[src/rtl/gather_c.sv]
// gather_c: write-back of one C tile from the systolic array into BRAM.
// Each accepted row of N signed accumulators is arithmetically shifted
// right by SHIFT, saturated to W bits per lane, packed, and written to
// BRAM with a 1-cycle latency at consecutive, wrapping word addresses.
//
// Optional feature macro: GATHER_C_RELU_EN (clamps negative lanes to 0
// before the shift).
//
// Ports:
//   clk            in   system clock
//   rst            in   synchronous active-high reset
//   start_wb       in   pulse: start writing back one tile (IDLE only)
//   c_in           in   [N-1:0][ACC_W-1:0] signed accumulator row
//   c_valid        in   c_in valid
//   c_ready        out  row accepted this cycle (RUN only)
//   bram_clk_c     out  BRAM clock (= clk)
//   bram_we_c      out  BRAM write enable
//   bram_addr_c    out  BRAM word address
//   bram_wrdata_c  out  BRAM write data
//   bram_rddata_c  in   BRAM read data (unused)
//   busy           out  not in IDLE
//   wb_done        out  pulse one cycle after the last write

module gather_c #(
  parameter int W             = 8,
  parameter int N             = 16,
  parameter int ACC_W         = 32,
  parameter int BRAM_W        = 128,
  parameter int BRAM_AW       = 9,
  parameter int DATA_A_SIZE_Y = 64,
  parameter int DATA_B_SIZE_X = 64,
  parameter int SHIFT         = 8,
  parameter int BASE_ADDR     = 0
) (
  input  logic                      clk,
  input  logic                      rst,
  input  logic                      start_wb,
  input  logic [N-1:0][ACC_W-1:0]   c_in,
  input  logic                      c_valid,
  output logic                      c_ready,
  output logic                      bram_clk_c,
  output logic                      bram_we_c,
  output logic [BRAM_AW-1:0]        bram_addr_c,
  output logic [BRAM_W-1:0]         bram_wrdata_c,
  input  logic [BRAM_W-1:0]         bram_rddata_c,
  output logic                      busy,
  output logic                      wb_done
);

  localparam int TOTAL = DATA_A_SIZE_Y * DATA_B_SIZE_X / N;
  localparam int CW    = (TOTAL > 1) ? $clog2(TOTAL) : 1;

  localparam logic [CW-1:0]      LAST  = CW'(TOTAL - 1);
  localparam logic [BRAM_AW-1:0] BASE  = BRAM_AW'(BASE_ADDR);

  // Saturation bounds expressed at accumulator width.
  localparam logic signed [ACC_W-1:0] QMAX =
    {{(ACC_W-W+1){1'b0}}, {(W-1){1'b1}}};
  localparam logic signed [ACC_W-1:0] QMIN =
    {{(ACC_W-W+1){1'b1}}, {(W-1){1'b0}}};

  typedef enum logic [1:0] {
    IDLE  = 2'd0,
    RUN   = 2'd1,
    FLUSH = 2'd2,
    DONE  = 2'd3
  } state_t;

  state_t state_q;
  state_t state_d;

  logic [CW-1:0]      cnt_q;
  logic [BRAM_AW-1:0] addr_q;
  logic               xfer;
  logic               last;
  logic [BRAM_W-1:0]  packed_row;

  logic signed [ACC_W-1:0] lane;
  logic signed [ACC_W-1:0] shr;
  logic        [W-1:0]     qv;

  // There is no read path; the BRAM read port is tied off here.
  logic unused_rd;
  assign unused_rd = ^bram_rddata_c;

  assign bram_clk_c = clk;
  assign xfer       = c_valid & c_ready;
  assign last       = (cnt_q == LAST);

  always_ff @(posedge clk) begin
    if (rst) begin
      state_q <= IDLE;
    end else begin
      state_q <= state_d;
    end
  end

  always_comb begin
    state_d = state_q;
    c_ready = 1'b0;
    busy    = 1'b0;
    wb_done = 1'b0;
    unique case (state_q)
      IDLE: begin
        if (start_wb) state_d = RUN;
      end
      RUN: begin
        c_ready = 1'b1;
        busy    = 1'b1;
        if (xfer && last) state_d = FLUSH;
      end
      FLUSH: begin
        busy    = 1'b1;
        state_d = DONE;
      end
      DONE: begin
        busy    = 1'b1;
        wb_done = 1'b1;
        state_d = IDLE;
      end
      default: state_d = IDLE;
    endcase
  end

  // Per-lane shift + saturate; shift is arithmetic so it floors.
  always_comb begin
    packed_row = '0;
    lane       = '0;
    shr        = '0;
    qv         = '0;
    for (int i = 0; i < N; i++) begin
      lane = $signed(c_in[i]);
`ifdef GATHER_C_RELU_EN
      if (lane[ACC_W-1]) lane = '0;
`endif
      shr = lane >>> SHIFT;
      if (shr > QMAX) begin
        qv = QMAX[W-1:0];
      end else if (shr < QMIN) begin
        qv = QMIN[W-1:0];
      end else begin
        qv = shr[W-1:0];
      end
      packed_row[i*W +: W] = qv;
    end
  end

  // Word counter and write address; address wraps silently.
  always_ff @(posedge clk) begin
    if (rst) begin
      cnt_q  <= '0;
      addr_q <= BASE;
    end else if (state_q == IDLE && start_wb) begin
      cnt_q  <= '0;
      addr_q <= BASE;
    end else if (xfer) begin
      cnt_q  <= cnt_q + 1'b1;
      addr_q <= addr_q + 1'b1;
    end
  end

  // Registered BRAM port: one write in the cycle after each transfer.
  always_ff @(posedge clk) begin
    if (rst) begin
      bram_we_c     <= 1'b0;
      bram_addr_c   <= '0;
      bram_wrdata_c <= '0;
    end else begin
      bram_we_c <= xfer;
      if (xfer) begin
        bram_addr_c   <= addr_q;
        bram_wrdata_c <= packed_row;
      end
    end
  end

endmodule
[config.mk]
export PLATFORM = sky130hd
export DESIGN_NAME = gather_c
export DESIGN_NICKNAME = d
export VERILOG_FILES = /design/src/rtl/gather_c.sv
export SDC_FILE = /design/constraint.sdc
export NUM_CORES = 1
export LEC_CHECK = 0
export CAP_MARGIN = 25
export CELL_PAD_IN_SITES_DETAIL_PLACEMENT = 1
export CELL_PAD_IN_SITES_GLOBAL_PLACEMENT = 2
export CORE_AREA = 2 2 302 304
export CTS_CLUSTER_DIAMETER = 120
export CTS_CLUSTER_SIZE = 24
export DETAILED_ROUTE_END_ITERATION = 10
export DIE_AREA = 0 0 304 306
export HOLD_SLACK_MARGIN = 0.06
export PLACE_DENSITY = 0.58
export SYNTH_ARGS = -nofsm -noshare
export SYNTH_HDL_FRONTEND = slang
export SYNTH_SLANG_ARGS = --single-unit
[constraint.sdc]
create_clock -name clk -period 1.9 [get_ports clk]
set_input_delay 0.38 -clock clk [delete_from_list [all_inputs] [get_ports clk]]
set_output_delay 0.38 -clock clk [all_outputs]
set_load 0.03 [all_outputs]
==> results of run 1 <==
report_power, final:
| group | switching (mW) | leakage [nW] | internal [mW] |
|---|---|---|---|
| sequential | 0.330 | 1.28 | 3.88 |
| combinational | 3.36 | 4.48 | 2.43 |
| clock | 1.82 | 0.331 | 2.15 |
| total | 5.51 | 6.09 | 8.46 |
worst paths after layout:
path	cells past startpoint	startpoint	slack, ps	end
worst min register to register	2	bram_addr_c[0]	460	bram_addr_c[0]
worst min-delay path	3	c_in[107]	340	bram_wrdata_c[27]
worst max-delay path	3	clk	50	bram_clk_c
worst max register to register	8	state_q[1]	210	bram_wrdata_c[5]
cells in the final DEF (no fill, tap or decap), drive strengths merged:
cell / count
clkdlybuf4s50: 386
dfxtp: 157
nor2: 148
nand2: 140
dlygate4sd2: 126
a211oi: 112
buf: 109
nand4: 71
nor4: 64
a21oi: 43
clkbuf: 26
o41ai: 18
and2: 17
a41oi: 16
o21a: 16
xor2: 12
inv: 11
clkdlybuf4s15: 8
ha: 7
clkinv: 5
diode: 3
and4: 3
and3: 3
xnor2: 3
o21ai: 2
a31oi: 1
a21o: 1
dlygate4sd3: 1
flip-flops by register name, summed over array words and instances, names as in the netlist:
register and cells:
addr_q 9, bram_addr_c 9, cnt_q 8, state_q 2, bram_we_c 1, bram_wrdata_c 128
through the flow:
step	setup WS [ps]	std cells
6_report	49.7	2685
3_5_place_dp	-385	2646
4_1_cts	0.289	2682
2_1_floorplan	83.5	879
5_1_grt	1.18	2683
3_3_place_gp	-429	2646
routing by layer:
| layer | track usage | vias up | wire length (um) |
|---|---|---|---|
| li1 | - | 4549 | - |
| met1 | 0.111 | 4451 | 19400 |
| met3 | 0.0583 | 63 | 5420 |
| met5 | 0 | - | 106 |
| met2 | 0.165 | 461 | 21300 |
| met4 | 0.0377 | 16 | 1280 |
critical path, stage by stage:
cell                              delay [ps]
sky130_fd_sc_hd__clkbuf_16               120
sky130_fd_sc_hd__clkbuf_16               130
sky130_fd_sc_hd__clkdlybuf4s15_2         270
area by class of cell:
type                       instances  area, um2  area share
multi-input combinational        677       4480       0.282
inverter                           5       18.8     0.00118
clock inverter                    11       97.6     0.00615
antenna                            3       7.51    0.000473
tap                             1176       1470      0.0927
clock buffer                      25        567      0.0357
timing repair buffer             631       6080       0.383
sequential                       157       3150       0.198
what timing repair did:
action | CTS | global route
hold endpoints to repair | 1 | 0
setup endpoints to repair | 138 | 3
hold buffers | 1 | 0
gates resized for setup | 169 | 3
cells by family (layout without fill, tap and decap cells):
family,count (synthesis),in the layout,share of synthesized area
buffers and inverters,45,672,0.0241
flip-flops,157,157,0.403
adder cells (fa/ha/maj),7,7,0.0112
AO/OA/AOI/OAI,209,209,0.236
other,0,3,0
XOR/XNOR,15,15,0.0169
AND/OR/NAND/NOR,446,446,0.308
==> parameters.txt, run 1 <==
Parameter                              Value

Status
  Status    complete, no violations

Setup path
  Endpoint required time on the critical path    around 1500 ps
  Critical path startpoint category    clock port
  CP max FO    2
  Sort of element at the end of the critical path    output port
  Worst setup path class    clock port to output port
  Worst Path Arrival    approximately 1500 ps

Logic synthesis
  Post-Synthesis Cell Area    ~8000 um2
  Fraction of synthesized cell area taken by the top area cell type    0.403
  Unique masters post-synth    30
  Top cells by instance count after synthesis    157 x sky130_fd_sc_hd__dfxtp_1, 146 x sky130_fd_sc_hd__nor2_1, 140 x sky130_fd_sc_hd__nand2_1
  Async set or reset register ratio after synthesis    0
  Register bit total from synthesis    157
  Primary FF master, synth    sky130_fd_sc_hd__dfxtp_1
  Top cells by area, synth    sky130_fd_sc_hd__dfxtp_1 40%, sky130_fd_sc_hd__a211oi_1 9.9%, sky130_fd_sc_hd__nor2_1 7.0%, sky130_fd_sc_hd__nand2_1 6.7%, sky130_fd_sc_hd__o41ai_4 5.7%
  Average size of a mapped cell    approximately 8.9 um2
  Number of warnings reported in the yosys synthesis log    0
  Most instantiated library cell after synthesis    sky130_fd_sc_hd__dfxtp_1
  Mapped Cells    between 800 and 900
  Number of flops mapped to enable cells by yosys    0
  Number of nets in the synthesized netlist    1,530
  Library cell with the largest summed area after synthesis    sky130_fd_sc_hd__dfxtp_1
  Sequential-to-total area share from yosys stat    0.403

Drt
  Antenna-violating nets left    0
  Via count    around 9,500
  Total wirelength of the detailed-routed design    ~48 mm
  Drt via density    about 3.6
  Post-detailed-route wirelength per cell    about 18 um
  Detailed router's first-iteration violation count    around 220
  Count of unresolved DRC violations after routing    0
  TritonRoute pass-1 iters    4

Floorplan
  Die area    93,000 um2
  Die height    slightly above 300 um
  Floorplan Core Area    between 80,000 and 90,000 um2
  Num ports    786
  Starting density of the core    0.0870
  Row count    110
  Die boundary width    ~300 um

Global routing
  Remaining Overflow, GRT    0
  Wire length of the first global-routing pass    69.9 mm
  Number of antenna violations at the first check in global routing    12
  Number of global-route vias before repair    around 11,000
  Total global routing track utilization    0.102
  Pin count of the biggest net entering global routing    77

Clock tree
  CTS tree    built
  Clock slew seen by the registers of the worst setup and hold paths    80 ps
  Post-CTS Setup Repair Bufs    0
  Later-pin clock latency in the skew report    roughly 600 ps

Timing
  Worst-Margin Slew    approximately 550 ps
  Worst hold-check slack    342 ps
  Number of endpoints with negative hold slack in the final report    0
  Worst-case clock skew    around 13 ps
  Max-slew headroom    0.632
  Post-route setup TNS    0 ps
  Setup repair after global routing missed its margin    false
  Final count of pins violating max slew    0
  Number of failing setup endpoints in the final timing report    0

Placement
  RePlAce Congestion    0.886
  Area after DPL    approximately 15,000 um2
  Number of buffers added on ports    529
  HPWL Detailed    ~40 mm

Layout
  Area added between synthesis and finish    104%
  Final core area utilization    0.177
  Finished Cell Area    ~16,000 um2
  Number of fill cells in the layout    10,500
  Final-stage net count    approximately 2,100
  Proportion of layout cells with a drive suffix above 1    0.144

Pwr
  Total leakage power    approximately 6 nW
  Peak ir drop on the vdd network    about 0.66 mV
  Power consumption    roughly 14 mW
  Power Density    about 880 nW/um2

Min path
  Class of the most critical hold timing path    input port to flip-flop

Run
  Maxcap violations    0
Power figures use the tool's default switching activity.
==> inputs of run 2 (changes only) <==
Clock period 1.9 ns to 2 ns, I/O delays scaled along.
==> run 2 against run 1 <==
- worst hold slack improved by 23 ps
- setup slack better by 67 ps
- via count shrank 0.43%
- global-route usage barely moved
- non-clock buffer count fell by 15
- die area is the same
- sequential share of layout area rose by 0.17 points
- cell count shrank 0.60%
- sequential cell count stayed put
- register-to-register slack hardly changed
- sequential power decreased by 5.0%
==> parameters.txt, run 2 (synthesized netlist as in run 1, its figures left out) <==
Parameter                              Value

Layout
  Register with the most flip-flops    bram_wrdata_c
  Final core area utilization    0.176 (-0.00154)
  Proportion of layout cells with a drive suffix above 1    0.128 (-0.0166)
  Area added between synthesis and finish    102%
  Commonest cells after routing, fill and taps aside    386 x sky130_fd_sc_hd__clkdlybuf4s50_1, 155 x sky130_fd_sc_hd__dfxtp_1, 146 x sky130_fd_sc_hd__nor2_1
  Number of flip-flops under the largest register name    128 (unchanged)
  Largest registers in the final layout    bram_wrdata_c (128), addr_q (9), bram_addr_c (9)
  Number of fill cells in the layout    10,600 (+0.39%)
  Final-stage net count    2,129 (-0.70%)
  Most common cell after layout, fill and taps aside    sky130_fd_sc_hd__clkdlybuf4s50_1

Setup path
  Endpoint required time on the critical path    1600 ps (+80 ps)
  CP max FO    2 (unchanged)
  Crit path max-delay cell type    sky130_fd_sc_hd__dlygate4sd2_1
  Worst setup path class    flip-flop to output port
  Buffers and inverters on the worst path    1 (-2)
  Longest individual stage delay on the worst path    460 ps (+190 ps)
  Cells along the critical path    dlygate4sd2_1
  Largest delay contributor family on the critical path    buffers and inverters
  Worst Path Arrival    1480 ps (about the same)
  Sort of element at the end of the critical path    output port
  Critical path startpoint category    flip-flop

Floorplan
  Num ports    786 (unchanged)
  Die height    306 um (unchanged)
  Die area    93,000 um2 (unchanged)
  Die boundary width    304 um (unchanged)
  Floorplan Core Area    89,600 um2 (unchanged)
  Starting density of the core    0.0870 (unchanged)
  Row count    110 (unchanged)

Drt
  Count of unresolved DRC violations after routing    0 (unchanged)
  Antenna-violating nets left    0 (unchanged)
  TritonRoute pass-1 iters    4 (unchanged)
  Detailed router's first-iteration violation count    246 (+10%)
  Drt via density    3.56 (+0.17%)
  Total wirelength of the detailed-routed design    47.3 mm (-0.45%)
  Post-detailed-route wirelength per cell    17.7 um (+0.15%)
  Via count    9,499 (-0.43%)

Clock tree
  Clock slew seen by the registers of the worst setup and hold paths    80 ps (about the same)
  Later-pin clock latency in the skew report    590 ps (about the same)
  Post-CTS Setup Repair Bufs    0 (unchanged)
  CTS tree    built

Pwr
  Total leakage power    6.04 nW (-0.80%)
  Psw    5.19 mW (-5.9%)
  Combinational fraction of design power    0.407 (-0.007)
  Power Density    841 nW/um2 (-4.5%)
  Switching fraction of total power    0.392 (-0.00218)
  Clock power frac    0.291 (+0.007)
  Proportion of power drawn by flip-flops and latches    0.302 (about the same)
  Cell internal power dissipation    8.04 mW (-5.0%)
  Peak ir drop on the vdd network    0.604 mV (-8.2%)

Timing
  Final cycle utilization of the critical path    0.942
  Final count of pins violating max slew    0 (unchanged)
  Number of endpoints with negative hold slack in the final report    0 (unchanged)
  Worst path setup slack after routing    116 ps (+66.6 ps)
  Number of failing setup endpoints in the final timing report    0 (unchanged)
  Max-slew headroom    0.633 (+0.00187)
  Setup repair after global routing missed its margin    false
  F_max    531 MHz
  Post-route setup TNS    0 ps (unchanged)
  Worst-Margin Slew    545 ps (-7.83 ps)
  Worst-case clock skew    7.90 ps (-5.54 ps)
  Crit path time final    between 1500 and 2000 ps

Status
  Status    complete, no violations

Placement
  Worst-case setup slack after placement    -342 ps (+43.0 ps)
  RePlAce Congestion    0.888 (+0.18%)
  HPWL Detailed    39.7 mm (-0.62%)
  Number of buffers added on ports    529 (unchanged)

Run
  Maxcap violations    0 (unchanged)

Global routing
  Total global routing track utilization    0.102 (-0.000412)
  Pin count of the biggest net entering global routing    67 (-13%)
  Wire length of the first global-routing pass    69.4 mm (-0.73%)
  Number of antenna violations at the first check in global routing    10 (-2)
  Remaining Overflow, GRT    0 (unchanged)
  Number of global-route vias before repair    10,700 (-0.48%)

Min path
  Class of the most critical hold timing path    input port to flip-flop
==> run 2: changes by cell type in the layout (fill, tap and decap cells not counted), sizes merged <==
cell / delta
clkdlybuf4s15: -6
buf: -16
dlygate4sd2: +8
bufinv: +2
clkbuf: -5
clkinvlp: +1
==> run 2: what timing repair did <==
| item | 4_1_cts | 5_1_grt |
|---|---|---|
| hold buffers | 1 | 0 |
| gates cloned | 0 | 0 |
| resized for setup | 150 | 4 |
| setup endpoints to repair | 139 | 5 |
| endpoints found under the hold margin | 12 | 0 |
==> run 2: cell type report <==
| type | count | area [um2] | area share |
|---|---|---|---|
| timing repair buffer | 616 | 5940 | 0.378 |
| multi-input combinational | 677 | 4480 | 0.285 |
| sequential | 157 | 3150 | 0.200 |
| tap | 1176 | 1470 | 0.0936 |
| clock buffer | 21 | 505 | 0.0321 |
| clock inverter | 14 | 158 | 0.0100 |
| inverter | 5 | 18.8 | 0.00119 |
| antenna | 3 | 7.51 | 0.000477 |
==> run 2: stage by stage <==
step | power [mW] | hold WS (ps) | cells | instance area (um2)
floorplan | 6.74 | 444 | 879 | 7790
global placement | 9.94 | 451 | 2631 | 15200
detailed placement | 10.0 | 457 | 2631 | 15200
CTS | 13.7 | 282 | 2666 | 15700
global route | 14.2 | 326 | 2668 | 15700
finish | 13.2 | 365 | 2669 | 15700
==> run 2: power groups by stage <==
stage	Clock, mW	Combinational [mW]	Sequential (mW)
finish	3.84	5.38	4.00
global route	4.21	5.88	4.08
detailed placement	0.0833	5.86	4.10
global placement	0.0833	5.79	4.07
floorplan	0.0749	1.64	5.03
CTS	4.15	5.52	4.01
==> run 2: path summary, 6_finish.rpt <==
check | start | to | slack (ps) | cells after the start
max | bram_wrdata_c[22] | bram_wrdata_c[22] | 120 | 1
min | c_in[174] | bram_wrdata_c[46] | 360 | 3
max reg2reg | state_q[1] | bram_wrdata_c[14] | 220 | 8
min reg2reg | bram_addr_c[7] | bram_addr_c[7] | 460 | 2
==> run 2: routing by layer <==
layer  wire [um]  GRT usage  share of wire  vias to the layer above
met5          75          0         0.0016                        -
met4         876     0.0322          0.019                       12
met3        5820     0.0569           0.12                       46
met2       22000      0.170           0.46                      460
met1       18500      0.109           0.39                     4464
li1            -          -              -                     4517
==> run 2: worst register-to-register path: cells and delay by family (launching register included) <==
family,cells,cell delay [ps]
adders and majority gates,1,210
and+or+nand+nor,2,300
buffers and inverters,4,600
DFF,1,350
AOI/OAI and AO/OA,1,220
